**src/rtl/bldc_pwm_pkg.sv**
```systemverilog
// Shared definitions for the BLDC bridge PWM: channel FSM state encoding and
// dead-time range limits used to clamp the DEADTIME parameter.
package bldc_pwm_pkg;

    typedef enum logic [1:0] {
        ST_OFF  = 2'd0,
        ST_HI   = 2'd1,
        ST_LO   = 2'd2,
        ST_DEAD = 2'd3
    } ch_state_e;

    localparam int DEADTIME_MIN = 1;
    localparam int DEADTIME_MAX = 255;
    localparam int DCNT_W       = 8;

    // Out-of-range dead-times are pulled to the nearest legal value so the
    // interlock can never be configured to zero gap.
    function automatic int dt_clamp(input int dt);
        if (dt < DEADTIME_MIN) begin
            return DEADTIME_MIN;
        end
        if (dt > DEADTIME_MAX) begin
            return DEADTIME_MAX;
        end
        return dt;
    endfunction

endpackage

```
**src/rtl/pwm_deadtime.sv**
```systemverilog
// One bridge leg: turns the registered raw PWM into complementary high/low gate
// drives with a dead-time gap on every transition and a force-off override.
module pwm_deadtime
    import bldc_pwm_pkg::*;
#(
    parameter int DEADTIME = 4
) (
    input  logic CLK,
    input  logic RST,
    input  logic force_off,
    input  logic raw_q,
    output logic PH,
    output logic PL
);

    localparam logic [DCNT_W-1:0] DT_RELOAD = DCNT_W'(dt_clamp(DEADTIME) - 1);

    ch_state_e         state_q, state_d;
    logic [DCNT_W-1:0] dcnt_q, dcnt_d;
    logic              target_q, target_d;

    always_ff @(posedge CLK) begin
        if (RST) begin
            state_q  <= ST_OFF;
            dcnt_q   <= '0;
            target_q <= 1'b0;
        end else begin
            state_q  <= state_d;
            dcnt_q   <= dcnt_d;
            target_q <= target_d;
        end
    end

    // Any change of raw while waiting restarts the full gap, so a gate only
    // turns on after raw has been stable for the whole dead-time.
    always_comb begin
        state_d  = state_q;
        dcnt_d   = dcnt_q;
        target_d = target_q;
        if (force_off) begin
            state_d = ST_OFF;
        end else begin
            unique case (state_q)
                ST_OFF: begin
                    state_d  = ST_DEAD;
                    target_d = raw_q;
                    dcnt_d   = DT_RELOAD;
                end
                ST_HI: begin
                    if (!raw_q) begin
                        state_d  = ST_DEAD;
                        target_d = raw_q;
                        dcnt_d   = DT_RELOAD;
                    end
                end
                ST_LO: begin
                    if (raw_q) begin
                        state_d  = ST_DEAD;
                        target_d = raw_q;
                        dcnt_d   = DT_RELOAD;
                    end
                end
                ST_DEAD: begin
                    if (raw_q != target_q) begin
                        target_d = raw_q;
                        dcnt_d   = DT_RELOAD;
                    end else if (dcnt_q == '0) begin
                        state_d = target_q ? ST_HI : ST_LO;
                    end else begin
                        dcnt_d = dcnt_q - 1'b1;
                    end
                end
                default: begin
                    state_d = ST_OFF;
                end
            endcase
        end
    end

    assign PH = (state_q == ST_HI);
    assign PL = (state_q == ST_LO);

endmodule

```
**src/rtl/pwm_bridge.sv**
```systemverilog
// Multi-channel BLDC bridge PWM with double-buffered duty and dead-time legs.
// Define PWM_CENTER_EN for an up/down (center-aligned) counter; default is sawtooth.
module pwm_bridge
    import bldc_pwm_pkg::*;
#(
    parameter int WIDTH    = 8,
    parameter int CHANNELS = 3,
    parameter int DEADTIME = 4
) (
    input  logic                      CLK,
    input  logic                      RST,
    input  logic                      E,
    input  logic [CHANNELS-1:0]       F,
    input  logic                      LD,
    input  logic [CHANNELS*WIDTH-1:0] D,
    output logic [CHANNELS-1:0]       PH,
    output logic [CHANNELS-1:0]       PL,
    output logic                      X
);

    localparam logic [WIDTH-1:0] CNT_MAX = '1;

    logic [WIDTH-1:0]          cnt_q, cnt_d;
    logic                      x_q, x_d;
    logic [CHANNELS*WIDTH-1:0] shadow_q, shadow_d;
    logic                      pending_q, pending_d;
    logic [CHANNELS*WIDTH-1:0] duty_act_q, duty_act_d;
    logic [CHANNELS-1:0]       raw_q, raw_d;
    logic                      boundary;

`ifdef PWM_CENTER_EN
    logic dir_down_q, dir_down_d;

    always_ff @(posedge CLK) begin
        if (RST) begin
            dir_down_q <= 1'b0;
        end else begin
            dir_down_q <= dir_down_d;
        end
    end

    // Triangle counter: the turnaround values are visited once per sweep, and
    // the valley boundary is the last down-count step before reaching zero.
    always_comb begin
        cnt_d      = cnt_q;
        dir_down_d = dir_down_q;
        if (!dir_down_q) begin
            if (cnt_q == CNT_MAX) begin
                cnt_d      = cnt_q - 1'b1;
                dir_down_d = 1'b1;
            end else begin
                cnt_d = cnt_q + 1'b1;
            end
        end else begin
            if (cnt_q == '0) begin
                cnt_d      = WIDTH'(1);
                dir_down_d = 1'b0;
            end else begin
                cnt_d = cnt_q - 1'b1;
            end
        end
    end

    assign boundary = dir_down_q && (cnt_q == WIDTH'(1));
`else
    always_comb begin
        cnt_d = cnt_q + 1'b1;
    end

    assign boundary = (cnt_q == CNT_MAX);
`endif

    always_ff @(posedge CLK) begin
        if (RST) begin
            cnt_q      <= '0;
            x_q        <= 1'b0;
            shadow_q   <= '0;
            pending_q  <= 1'b0;
            duty_act_q <= '0;
            raw_q      <= '0;
        end else begin
            cnt_q      <= cnt_d;
            x_q        <= x_d;
            shadow_q   <= shadow_d;
            pending_q  <= pending_d;
            duty_act_q <= duty_act_d;
            raw_q      <= raw_d;
        end
    end

    // A strobe landing on the boundary cycle bypasses the shadow so the
    // freshest duty word is the one that takes effect.
    always_comb begin
        x_d        = boundary;
        shadow_d   = LD ? D : shadow_q;
        pending_d  = pending_q | LD;
        duty_act_d = duty_act_q;
        if (boundary) begin
            pending_d = 1'b0;
            if (LD) begin
                duty_act_d = D;
            end else if (pending_q) begin
                duty_act_d = shadow_q;
            end
        end
    end

    always_comb begin
        raw_d = '0;
        for (int k = 0; k < CHANNELS; k++) begin
            raw_d[k] = (cnt_q < duty_act_q[k*WIDTH +: WIDTH]);
        end
    end

    for (genvar k = 0; k < CHANNELS; k++) begin : g_leg
        pwm_deadtime #(
            .DEADTIME (DEADTIME)
        ) u_deadtime (
            .CLK       (CLK),
            .RST       (RST),
            .force_off (~E | F[k]),
            .raw_q     (raw_q[k]),
            .PH        (PH[k]),
            .PL        (PL[k])
        );
    end

    assign X = x_q;

endmodule

```
**config.mk**
```make
export PLATFORM = sky130hd
export DESIGN_NAME = pwm_bridge
export DESIGN_NICKNAME = d
export VERILOG_FILES = /design/src/rtl/bldc_pwm_pkg.sv /design/src/rtl/pwm_deadtime.sv /design/src/rtl/pwm_bridge.sv
export SDC_FILE = /design/constraint.sdc
export NUM_CORES = 1
export LEC_CHECK = 0
export BUFFER_PORTS_ARGS = -buffer_cell sky130_fd_sc_hd__buf_2
export CELL_PAD_IN_SITES_DETAIL_PLACEMENT = 1
export CELL_PAD_IN_SITES_GLOBAL_PLACEMENT = 1
export CORE_UTILIZATION = 49
export DETAILED_ROUTE_END_ITERATION = 6
export GPL_TIMING_DRIVEN = 0
export PLACE_DENSITY_LB_ADDON = 0.1
export SLEW_MARGIN = 20
export SYNTH_ARGS = -nofsm -noshare
export SYNTH_HDL_FRONTEND = slang
export SYNTH_SLANG_ARGS = --single-unit
```
**constraint.sdc**
```tcl
create_clock -name CLK -period 3.15 [get_ports CLK]
set_input_delay 0.1575 -clock CLK [delete_from_list [all_inputs] [get_ports CLK]]
set_output_delay 0.1575 -clock CLK [all_outputs]
set_load 0.01 [all_outputs]
```
# Word level (Yosys, flattened, before mapping)
# Cells that the tools add are included.
totals:
  regBits: 94
  in_bits: 31
  output_inout_bits: 7
classes:
  muxes: 47
  eq_ne: 31
  bitwise_logic: 8
  magnitude_cmp: 3
  reduce_logical: 21
  n_addsub: 4
op_table:
  columns: ["op", "count"]
  rows:
  - ["8-bit 2-to-1 mux", 12]
  - ["8-bit case mux with 4 select lines", 3]
  - ["24-bit 2-to-1 mux", 2]
  - ["4-bit AND reduction", 9]
  - ["2-bit 2-to-1 mux", 15]
  - ["8-bit zero test", 3]
  - ["8-bit < comparator", 3]
  - ["2-bit case mux with 4 select lines", 3]
  - ["8-bit by 1-bit subtractor with 8-bit output, second input constant", 3]
  - ["2-bit != test, second input constant", 9]
  - ["2-bit == test, second input constant", 6]
  - ["2-bit by 1-bit != test with 1-bit output, second input constant", 6]
  - ["1-bit case mux with 4 select lines", 3]
  - ["1-bit 2-to-1 mux", 9]
  - ["3-bit by 2-bit != test with 1-bit output, second input constant", 3]
  - ["8-bit by 1-bit adder with 8-bit output, second input constant", 1]
  - ["8-bit == test, second input constant", 1]
  - ["2-bit OR reduction", 4]
  - ["2-bit by 1-bit == test with 1-bit output, second input constant", 3]
  - ["2-bit zero test", 3]
  - ["1-bit inverter", 4]
  - ["1-bit bitwise OR", 4]
  - ["1-bit != test", 3]
  - ["2-bit AND reduction", 1]
  - ["2-bit nonzero test", 1]

# Longest topological paths before layout
# Gate-level depths: netlist (run 1).
logic_depth:
  ltp_word: 4
  ltp_mapped: 7

# Modules after synthesis
# A second synthesis (run 1) with hierarchy kept.
unflattened:
  cells_unflattened: 506
  area_unflattened_um2: 4897.2
by_module_without_submodules:
  columns: ["module", "cells_each", "instances", "seq_area_each_um2", "area_per_inst_um2"]
  rows:
  - ["pwm_bridge", 269, 1, 1221.2, 2866.5]
  - ["pwm_deadtime", 79, 3, 220.2, 676.9]

# Worst setup path before layout (run 1)
# No wires, ideal clock.
synth_timing:
  path_type: "register to register"
  startpoint: "register g_leg[1].u_deadtime.dcnt_q[3]"
  endpoint: "register g_leg[1].u_deadtime.dcnt_q[0]"
  setup_ns: 0.134
  period_less_slack_ns: 1.777
  path_stages_with_launch: 6
  t_arrival_ns: 1.643
  required_time_ns: 3.016
  path_buffers: 1
  setup_slack_ns: 1.373
  path_cell_list: "dfxtp_1 > or4_1 > buf_2 > or4_4 > a21oi_1 > a211oi_1"
synth_between:
  elab_chain_len: 3
synth_rtl:
  columns: ["element", "line", "rtl"]
  rows:
  - ["start: declaration", "pwm_deadtime.sv:19", "logic [DCNT_W-1:0] dcnt_q, dcnt_d;"]
  - ["start signal: assignment", "pwm_deadtime.sv:29", "dcnt_q <= dcnt_d;"]
  - ["8-bit zero test", "pwm_deadtime.sv:67", "end else if (dcnt_q == '0) begin"]
  - ["3-bit by 2-bit != test with 1-bit output (no line)", null, null]
  - ["4-bit AND reduction (no line)", null, null]
# Every way passes these cells.
# A chain may end at the register's enable or synchronous reset.

# Worst setup path after layout (run 1)
layout_timing:
  startpoint: "register cnt_q[0]"
  endpoint: "register duty_act_q[7]"
layout_between:
  elab_chain_len: 2
layout_rtl:
  columns: ["element", "line", "rtl"]
  rows:
  - ["start: declaration", "pwm_bridge.sv:23", "logic [WIDTH-1:0] cnt_q, cnt_d;"]
  - ["start signal: assignment", "pwm_bridge.sv:82", "cnt_q <= cnt_d;"]
  - ["8-bit == test", "pwm_bridge.sv:70", "assign boundary = (cnt_q == CNT_MAX);"]
  - ["2-bit AND reduction (no line)", null, null]
  - ["end signal: assignment", "pwm_bridge.sv:86", "duty_act_q <= duty_act_d;"]
  - ["end: declaration", "pwm_bridge.sv:27", "logic [CHANNELS*WIDTH-1:0] duty_act_q, duty_act_d;"]
# Every way passes these cells.

==> results of run 1 <==
==> area by class of cell <==
| cell class | instances | share of cell area [%] |
|---|---|---|
| clock inverters | 3 | 1.31 |
| inverters | 39 | 2.79 |
| well taps | 129 | 3.08 |
| multi-input cells | 363 | 48.1 |
| flip-flops and latches | 94 | 35.9 |
| clock buffers | 11 | 2.70 |
| repair buffers | 36 | 3.44 |
| plain buffers | 27 | 2.65 |
==> cell families (layout without fill, tap and decap cells) <==
logic type	count (synthesis)	count (layout)	share of synthesized area [%]
DFF	94	94	40.1
muxes	37	37	7.95
adders and majority gates	37	37	9.87
xor gates and xnor gates	8	8	1.65
AOI/OAI and AO/OA	109	109	15.4
buffers and inverters	66	116	6.08
and+or+nand+nor	172	172	18.9
==> critical path: cells and delay by family, from the launching register on <==
family                   cells  cell delay (ns)
buffers and inverters        2             0.61
flip-flops                   1             0.45
adder cells (fa/ha/maj)      1             0.26
AND/OR/NAND/NOR              3             0.72
AO/OA/AOI/OAI                1             0.08
==> synthesized netlist by cell type (all sizes together) (7+ instances only) <==
| master | number |
|---|---|
| a211oi | 11 |
| a21oi | 32 |
| buf | 19 |
| clkbuf | 8 |
| dfxtp | 94 |
| ha | 37 |
| inv | 39 |
| mux2i | 35 |
| nand2 | 52 |
| nand3 | 12 |
| nor2 | 47 |
| o21ai | 18 |
| o31ai | 26 |
| or3 | 7 |
| or4 | 7 |
==> registers in the layout, summed over array words and instances (netlist names) <==
name	count
pending_q	1
g_leg.u_deadtime.dcnt_q	24
cnt_q	8
g_leg.u_deadtime.state_q	6
duty_act_q	24
g_leg.u_deadtime.target_q	3
raw_q	3
X	1
shadow_q	24
==> worst paths after layout <==
path	start	end	slack (ns)	depth (start not counted)
max	cnt_q[0]	duty_act_q[7]	0.93	7
min	D[14]	shadow_q[14]	0.08	3
max reg2reg	cnt_q[0]	duty_act_q[7]	0.93	7
min reg2reg	duty_act_q[23]	duty_act_q[23]	0.49	2
==> metal layers <==
metal | vias up | global-route usage [%]
li1 | 1945 | -
met1 | 1868 | 30.4
met3 | 8 | 3.97
met4 | 0 | 6.00
met5 | - | 0
met2 | 47 | 44.9
==> power by group <==
part / leakage (nW) / total (mW) / internal (mW) / switching [mW]
sequential: 0.767 / 1.28 / 1.24 / 0.0422
combinational: 1.26 / 0.345 / 0.149 / 0.195
clock: 0.106 / 0.881 / 0.464 / 0.416
total: 2.14 / 2.51 / 1.85 / 0.654
==> through the flow <==
| stage | utilization [%] | std cells |
|---|---|---|
| after floorplan | - | 523 |
| after global placement | 54.4 | 688 |
| after detailed placement | 54.4 | 688 |
| after CTS | 56.7 | 702 |
| after global routing | 56.7 | 702 |
| final | 56.7 | 702 |
==> reports/metrics.cfg, run 1 <==
[outcome]
outcome = complete, no violations

[placement]
dp_slack_ns = 0.924
finalWeightedCongestion = 0.811
post-dp-hpwl_mm = 8.60
place_area_sq_mm = 0.00503
portBuffers = 36

[logic_synthesis]
ys.flop_type = dfxtp_1
syn_area_per_cell_sq_um = 8.96
synth_nets = 591
yosysWarningCount = 0
yosysTopAreaCell = dfxtp_1
ys_seq_area_share_pct = 40.1
syn_inst = 523
synth-async-reset-ratio_pct = 0
synth_area_sq_mm = 0.00469
synth-edff-count = 0
yosysTopAreaCellShare_pct = 40.1
yosys-top-cells-area = dfxtp_1, ha_1, mux2i_1
synth_seq_cells = 94
synth_cell_types = 52

[sta]
hold_violations = 0
drv_slew = 0
period_share_pct = 70.4
rsz0062_at_grt = no
min_period_ns = 2.22
max_clock_freq_ghz = 0.451
fin_ws_ns = 0.933
finalSetupViolCount = 0
worstMarginPinSlew_ns = 0.658
slew_headroom_pct = 56.1
clock_skew_ns = 0.0102
fin_setup_tns_ns = 0
fin_hold_ws_ns = 0.0788

[drt]
viasPerCell = 5.51
drt-wirelength-per-cell_um = 16.3
vias = 3868
met2_length_mm = 5.75
topRoutingLayerUsed = met4
drtPass1Iterations = 4
routed-wl-met3_um = 259
ant_nets = 0
drtIter0Drc = 208
drc = 0
wl_met1_mm = 5.35
routed_wirelength_mm = 11.4

[power]
power.density_mw_per_mm2 = 478
p_total_mw = 2.51
ir_drop_v = 0.000266
p_leak_nw = 2.14

[worst_setup_path]
cp-start-kind = register
critical_path_class = register to register
cp_slowest_cell = nor4b_1
worstPathRequired_ns = 3.42
arrival_ns = 2.48
crit_chain = ha_1 > nand2_1 > nor4b_1 > buf_2 > buf_2 > nand2_1 > o31ai_1
critPathCaptureType = register
max_stage_delay_ns = 0.52
crit_fanout = 10

[die]
start_util_pct = 50.7
coreArea_sq_mm = 0.00924
io_pins = 38
rows = 35
die_h_um = 99.8
dieWidth_um = 99.8
die-area_sq_mm = 0.00996

[cts]
cts_hold_buf = 0
cts_resized = 0
clk_pin_slew_ns = 0.09
postCtsSetupBuffers = 0
cts_tree = yes
cts-buffers-inserted = 9
clock_sinks = 94
h-tree-depth = 3
clk_path_buf_depth = 2
cts-root-buf = clkbuf_8
clock_latency_ns = 0.36

[global_route]
grt_max_degree = 15
grt_pass1_wl_mm = 19.5
overflow = 0
gr-usage-all-layers_pct = 24.7
antenna_found_initial = 0
first_global_vias = 4087

[layout]
layout_common_cells = dfxtp_1, nand2_1, nor2_1
postLayoutCellArea_sq_mm = 0.00524
fill_cells = 1110
fin_nets = 638
syn_to_final_growth_pct = 11.8
final_layout_size_suffix_gt1_share_pct = 14.1
num_antenna_cells = 0
final_common_cell = dfxtp_1
multi_input_area_sq_mm = 0.00252
seqCellArea_sq_mm = 0.00188

[hold_path]
hp-class = input pin to register

[job]
maxCapViolCount = 0

(Power assumes the default switching activity.)
==> run 2: changes to the inputs <==
--- a/config.mk
+++ b/config.mk
@@ -8,7 +8,7 @@
 export BUFFER_PORTS_ARGS = -buffer_cell sky130_fd_sc_hd__buf_2
 export CELL_PAD_IN_SITES_DETAIL_PLACEMENT = 1
 export CELL_PAD_IN_SITES_GLOBAL_PLACEMENT = 1
-export CORE_UTILIZATION = 49
+export CORE_UTILIZATION = 46
 export DETAILED_ROUTE_END_ITERATION = 6
 export GPL_TIMING_DRIVEN = 0
 export PLACE_DENSITY_LB_ADDON = 0.1
==> constraint.sdc (replaced) <==
create_clock -name CLK -period 2.2 [get_ports CLK]
set_input_delay 0.11 -clock CLK [delete_from_list [all_inputs] [get_ports CLK]]
set_output_delay 0.11 -clock CLK [all_outputs]
set_load 0.01 [all_outputs]
==> run 2 against run 1 <==
  * Sequential power rose by 44%
  * Via count rose by 1.4%
  * Non-clock buffer count is 8 higher
  * Global-route usage fell by 0.84 points
  * Final cell count up 2.0%
  * Worst setup slack worse by 0.73 ns
  * Register-to-register slack lost 0.73 ns
  * Critical path depth shrank 1
  * Wire length is 1.4% higher
==> reports/metrics.cfg, run 2 (synthesis results as in run 1) <==
[sta]
slew_headroom_pct = 56.4
fin_ws_ns = 0.198
fin_setup_tns_ns = 0
finalSetupViolCount = 0
fin_hold_ws_ns = 0.00518
clock_skew_ns = 0.0119
period_share_pct = 91.0
worstMarginPinSlew_ns = 0.653
hold_violations = 0
max_clock_freq_ghz = 0.500
min_period_ns = 2.00
rsz0062_at_grt = no
drv_slew = 0

[drt]
routed_wirelength_mm = 11.6
ant_nets = 0
drt-wirelength-per-cell_um = 16.2
vias = 3924
drtPass1Iterations = 4
drc = 0
viasPerCell = 5.48
drtIter0Drc = 112

[cts]
h-tree-depth = 3
clk_path_buf_depth = 2
cts_tree = yes
clk_pin_slew_ns = 0.10
cts-buffers-inserted = 9
cts-root-buf = clkbuf_8
clock_sinks = 94
clock_latency_ns = 0.39

[worst_setup_path]
critPathCaptureType = register
r2r_end = g_leg[1].u_deadtime.dcnt_q[5]
worstPathRequired_ns = 2.53
timing.rr.start = g_leg[1].u_deadtime.state_q[0]
crit_fanout = 6
endpoint = g_leg[1].u_deadtime.dcnt_q[5]
arrival_ns = 2.33
reg2regPathDepth = 6
startpoint = g_leg[1].u_deadtime.state_q[0]
r2r_slack_ns = 0.20
critical_path_class = register to register
cp-start-kind = register

[power]
p_int_mw = 2.44
switching_share_pct = 29.8
ir_drop_v = 0.000528
power.switching_mw = 1.03
p_leak_nw = 2.16
combinationalPowerShare_pct = 14.5
clkPwrFrac_pct = 32.6
seqPwrFrac_pct = 52.9
power.density_mw_per_mm2 = 652

[placement]
finalWeightedCongestion = 0.782
dp_slack_ns = 0.0706
post-dp-hpwl_mm = 8.58
portBuffers = 36

[die]
rows = 36
die_h_um = 103
io_pins = 38
coreArea_sq_mm = 0.00982
start_util_pct = 47.7
die-area_sq_mm = 0.0106
dieWidth_um = 103

[layout]
seqCellArea_sq_mm = 0.00188
final_common_cell = dfxtp_1
layout_common_cells = dfxtp_1, nand2_1, nor2_1
post-route-util_pct = 54.2
top_regs = duty_act_q (24), g_leg.u_deadtime.dcnt_q (24), shadow_q (24)
final_layout_size_suffix_gt1_share_pct = 14.9
syn_to_final_growth_pct = 13.5
fill_cells = 1210
fin_nets = 646
num_antenna_cells = 0
multi_input_area_sq_mm = 0.00253

[global_route]
first_global_vias = 4071
overflow = 0
gr-usage-all-layers_pct = 23.9
antenna_found_initial = 0
grt_pass1_wl_mm = 19.4
grt_max_degree = 19

[outcome]
outcome = complete, no violations

[hold_path]
worstHoldPathCells = 3
hp-class = input pin to register
worstHoldStart = D[23]

[job]
maxCapViolCount = 0

run 2: worst min-delay path by stage:
| stage | endpoint | slack [ns] |
|---|---|---|
| 5_1_grt | shadow_q[6] | 0.01 |
| 3_3_place_gp | shadow_q[21] | 0.39 |
| 3_5_place_dp | shadow_q[17] | 0.41 |
| 4_1_cts | shadow_q[2] | 0.0001 |
| 2_1_floorplan | shadow_q[11] | 0.30 |
| 6_report | shadow_q[23] | 0.005 |
run 2: area by class of cell:
class | count | area share (%)
repair buffers | 44 | 4.89
clock inverters | 7 | 1.29
flip-flops and latches | 94 | 35.4
clock buffers | 9 | 2.33
inverters | 39 | 2.75
well taps | 133 | 3.13
plain buffers | 27 | 2.66
multi-input cells | 363 | 47.6
run 2: power by group through the flow:
stage,sequential (mW),clock (mW),combinational (mW)
2_1_floorplan,1.86,0,0.364
3_3_place_gp,1.87,0,0.464
3_5_place_dp,1.88,0,0.489
4_1_cts,1.84,1.18,0.504
5_1_grt,1.85,1.23,0.566
6_report,1.84,1.13,0.502
run 2: worst max-delay path, stage by stage, from the launching register on:
cell	delay, ns
dfxtp_1	0.40
inv_1	0.06
ha_1	0.23
mux2i_1	0.34
nand3_1	0.25
or4b_1	0.52
a21oi_1	0.15
run 2: what timing repair did:
item / 4_1_cts / 5_1_grt
setup endpoints to repair: 0 / 24
buffers inserted: 0 / 0
resized for setup: 0 / 4
hold endpoints to repair: 8 / 0
hold buffers: 8 / 0
run 2: per-stage QoR:
stage                     cell area, sq um  power, mW  cells
final                                 5320       3.47    716
after global routing                  5320       3.64    716
after CTS                             5310       3.52    716
after detailed placement              5030       2.36    692
after global placement                5030       2.33    692
after floorplan                       4690       2.22    523
run 2: layer usage:
metal | vias to the layer above | wire [um] | GRT usage, %
met4 | 0 | 200 | 7.37
met2 | 39 | 5920 | 43.3
met5 | - | 0 | 0
met1 | 1912 | 5200 | 27.9
li1 | 1957 | - | -
met3 | 16 | 277 | 5.36
==> run 3: changes to the inputs <==
--- a/config.mk
+++ b/config.mk
@@ -8,11 +8,12 @@
 export BUFFER_PORTS_ARGS = -buffer_cell sky130_fd_sc_hd__buf_2
 export CELL_PAD_IN_SITES_DETAIL_PLACEMENT = 1
 export CELL_PAD_IN_SITES_GLOBAL_PLACEMENT = 1
-export CORE_UTILIZATION = 46
+export CORE_UTILIZATION = 47
 export DETAILED_ROUTE_END_ITERATION = 6
 export GPL_TIMING_DRIVEN = 0
 export PLACE_DENSITY_LB_ADDON = 0.1
 export SLEW_MARGIN = 20
 export SYNTH_ARGS = -nofsm -noshare
 export SYNTH_HDL_FRONTEND = slang
+export SYNTH_HIERARCHICAL = 1
 export SYNTH_SLANG_ARGS = --single-unit
==> run 3 against run 2 <==
  * Clock-buffer cell count stayed put
  * Fmax is 1.2% lower
  * Wire length is 1.6% lower
  * Via count is 2.4% lower
  * Clock power is 36% higher
  * Critical path type unchanged
==> reports/metrics.cfg, run 3 <==
[outcome]
outcome = complete, no violations

[logic_synthesis]
ys.flop_type = dfxtp_1
synth_nets = 574
ys_seq_area_share_pct = 38.4
synth_area_sq_mm = 0.00490
synth-async-reset-ratio_pct = 0
syn_area_per_cell_sq_um = 9.68
synth_seq_cells = 94
synth-edff-count = 0
yosysTopAreaCellShare_pct = 38.4
yosysTopAreaCell = dfxtp_1
synth_cell_types = 43
yosys-top-cells-count = dfxtp_1, nor2_1, ha_1
synth_most_common_cell = dfxtp_1
yosysWarningCount = 6
syn_inst = 506
yosys-top-cells-area = dfxtp_1, ha_1, mux2_4

[sta]
slew_headroom_pct = 62.8
period_share_pct = 92.1
drv_slew = 0
max_clock_freq_ghz = 0.494
fin_ws_ns = 0.174
worstMarginPinSlew_ns = 0.544
finalSetupViolCount = 0
rsz0062_at_grt = no
hold_violations = 0
fin_setup_tns_ns = 0
fin_hold_ws_ns = 0.00985
min_period_ns = 2.03
clock_skew_ns = 0.0177

[power]
p_leak_nw = 2.32
seqPwrFrac_pct = 47.6
clkPwrFrac_pct = 39.6
p_int_mw = 2.87
power.switching_mw = 1.01
power.density_mw_per_mm2 = 701
switching_share_pct = 26.0
p_total_mw = 3.88
combinationalPowerShare_pct = 12.8
ir_drop_v = 0.000406

[cts]
clk_path_buf_depth = 2
clk_pin_slew_ns = 0.10
postCtsSetupBuffers = 0
h-tree-depth = 3
cts-buffers-inserted = 9
clock_sinks = 94
clock_latency_ns = 0.39
cts-root-buf = clkbuf_8
cts_tree = yes

[die]
start_util_pct = 49.2
rows = 36
die_h_um = 104
die-area_sq_mm = 0.0108
dieWidth_um = 104
coreArea_sq_mm = 0.00995
io_pins = 38

[drt]
viasPerCell = 5.54
drc = 0
ant_nets = 0
drtPass1Iterations = 4
vias = 3830
drt-wirelength-per-cell_um = 16.5
routed_wirelength_mm = 11.4
drtIter0Drc = 90

[layout]
postLayoutCellArea_sq_mm = 0.00554
fin_cells = 691
final_layout_size_suffix_gt1_share_pct = 21.9
top_regs = duty_act_q (24), g_leg.u_deadtime/dcnt_q (24), shadow_q (24)
post-route-util_pct = 55.6
syn_to_final_growth_pct = 13.1
fin_nets = 621
seqCellArea_sq_mm = 0.00188
layout_common_cells = dfxtp_1, nor2_1, buf_2
fill_cells = 1133
num_antenna_cells = 0
multi_input_area_sq_mm = 0.00269
final_common_cell = dfxtp_1

[worst_setup_path]
worstPathRequired_ns = 2.51
cp_slowest_cell = or4_1
r2r_end = g_leg[2].u_deadtime/dcnt_q[7]
critPathCaptureType = register
r2r_slack_ns = 0.17
critical_path_class = register to register
max_stage_delay_ns = 0.56
arrival_ns = 2.34
crit_chain = inv_1 > ha_1 > mux2i_2 > nand2_1 > or4_1 > a21oi_1
reg2regPathDepth = 6
crit_fanout = 9
timing.rr.start = g_leg[2].u_deadtime/state_q[0]
cp-start-kind = register

[global_route]
grt_max_degree = 20
overflow = 0
antenna_found_initial = 0
gr-usage-all-layers_pct = 22.7
grt_pass1_wl_mm = 19.7
first_global_vias = 4055

[job]
maxCapViolCount = 0

[placement]
dp_slack_ns = 0.0756
place_inst = 675
place_area_sq_mm = 0.00524
finalWeightedCongestion = 0.757
portBuffers = 36
post-dp-hpwl_mm = 8.29

[hold_path]
worstHoldPathCells = 3
worstHoldStart = D[2]
min_to = shadow_q[2]
hp-class = input pin to register

## run 3: cell types whose count changed after synthesis, moves of 5 or more
cell	previous run	this run
mux2i_1	35	27
o31ai_1	26	15
mux2_2	2	7
nor3_1	6	11
buf_2	9	2
clkbuf_8	0	5
nor2_1	47	69
mux2_4	0	20
nand2_1	52	17
o41ai_1	6	0
buf_6	0	5
buf_4	7	0
## run 3: how the worst max path moves through the flow
stage / from / endpoint / slack (ns) / cells after the start
floorplan: g_leg[0].u_deadtime/state_q[0] / g_leg[0].u_deadtime/dcnt_q[6] / 0.40 / 6
global placement: cnt_q[3] / raw_q[2] / 0.12 / 4
detailed placement: cnt_q[3] / raw_q[2] / 0.08 / 4
CTS: cnt_q[3] / raw_q[2] / 0.01 / 4
global route: g_leg[2].u_deadtime/state_q[0] / g_leg[2].u_deadtime/dcnt_q[5] / 0.01 / 7
finish: g_leg[2].u_deadtime/state_q[0] / g_leg[2].u_deadtime/dcnt_q[7] / 0.17 / 6
## run 3: worst max-delay path: cells and delay by family, from the launching register on
kind,cells,cell delay (ns)
AO/OA/AOI/OAI,1,0.15
adder cells (fa/ha/maj),1,0.26
buffers and inverters,1,0.07
flip-flops,1,0.37
multiplexers,1,0.29
AND/OR/NAND/NOR,2,0.82
## run 3: power groups by stage
stage          Combinational [mW]  Sequential, mW  Clock (mW)
2_1_floorplan               0.362            1.87           0
3_3_place_gp                0.464            1.88           0
3_5_place_dp                0.489            1.89           0
4_1_cts                     0.497            1.85        1.56
5_1_grt                     0.566            1.86        1.64
6_report                    0.498            1.85        1.54
## run 3: timing repair
| action | CTS | global route |
|---|---|---|
| endpoints found under the setup margin | 0 | 4 |
| hold buffers | 2 | 0 |
| gates resized for setup | 0 | 4 |
| hold endpoints to repair | 2 | 0 |
## run 3: cell type report
cell class                 count  area share (%)
multi-input combinational    357            48.6
clock inverter                 7            2.62
buffer                        17            3.46
timing repair buffer          38            3.62
tap                          133            3.01
clock buffer                   9            2.24
sequential                    94            34.0
inverter                      36            2.44
## run 3: cell families after synthesis
group / count (synthesis) / share of synthesized area (%)
XOR/XNOR: 6 / 1.07
flip-flops: 94 / 38.4
AND/OR/NAND/NOR: 164 / 17.6
AO/OA/AOI/OAI: 93 / 12.5
adder cells (fa/ha/maj): 37 / 9.45
multiplexers: 57 / 14.1
buffers and inverters: 55 / 6.82
## run 3: routing by layer
metal	part of all wire, %	vias to the layer above	global-route usage [%]
li1	-	1895	-
met3	2.6	14	5.14
met2	50	55	38.5
met5	0	-	0
met1	46	1866	28.1
met4	1.7	0	7.96
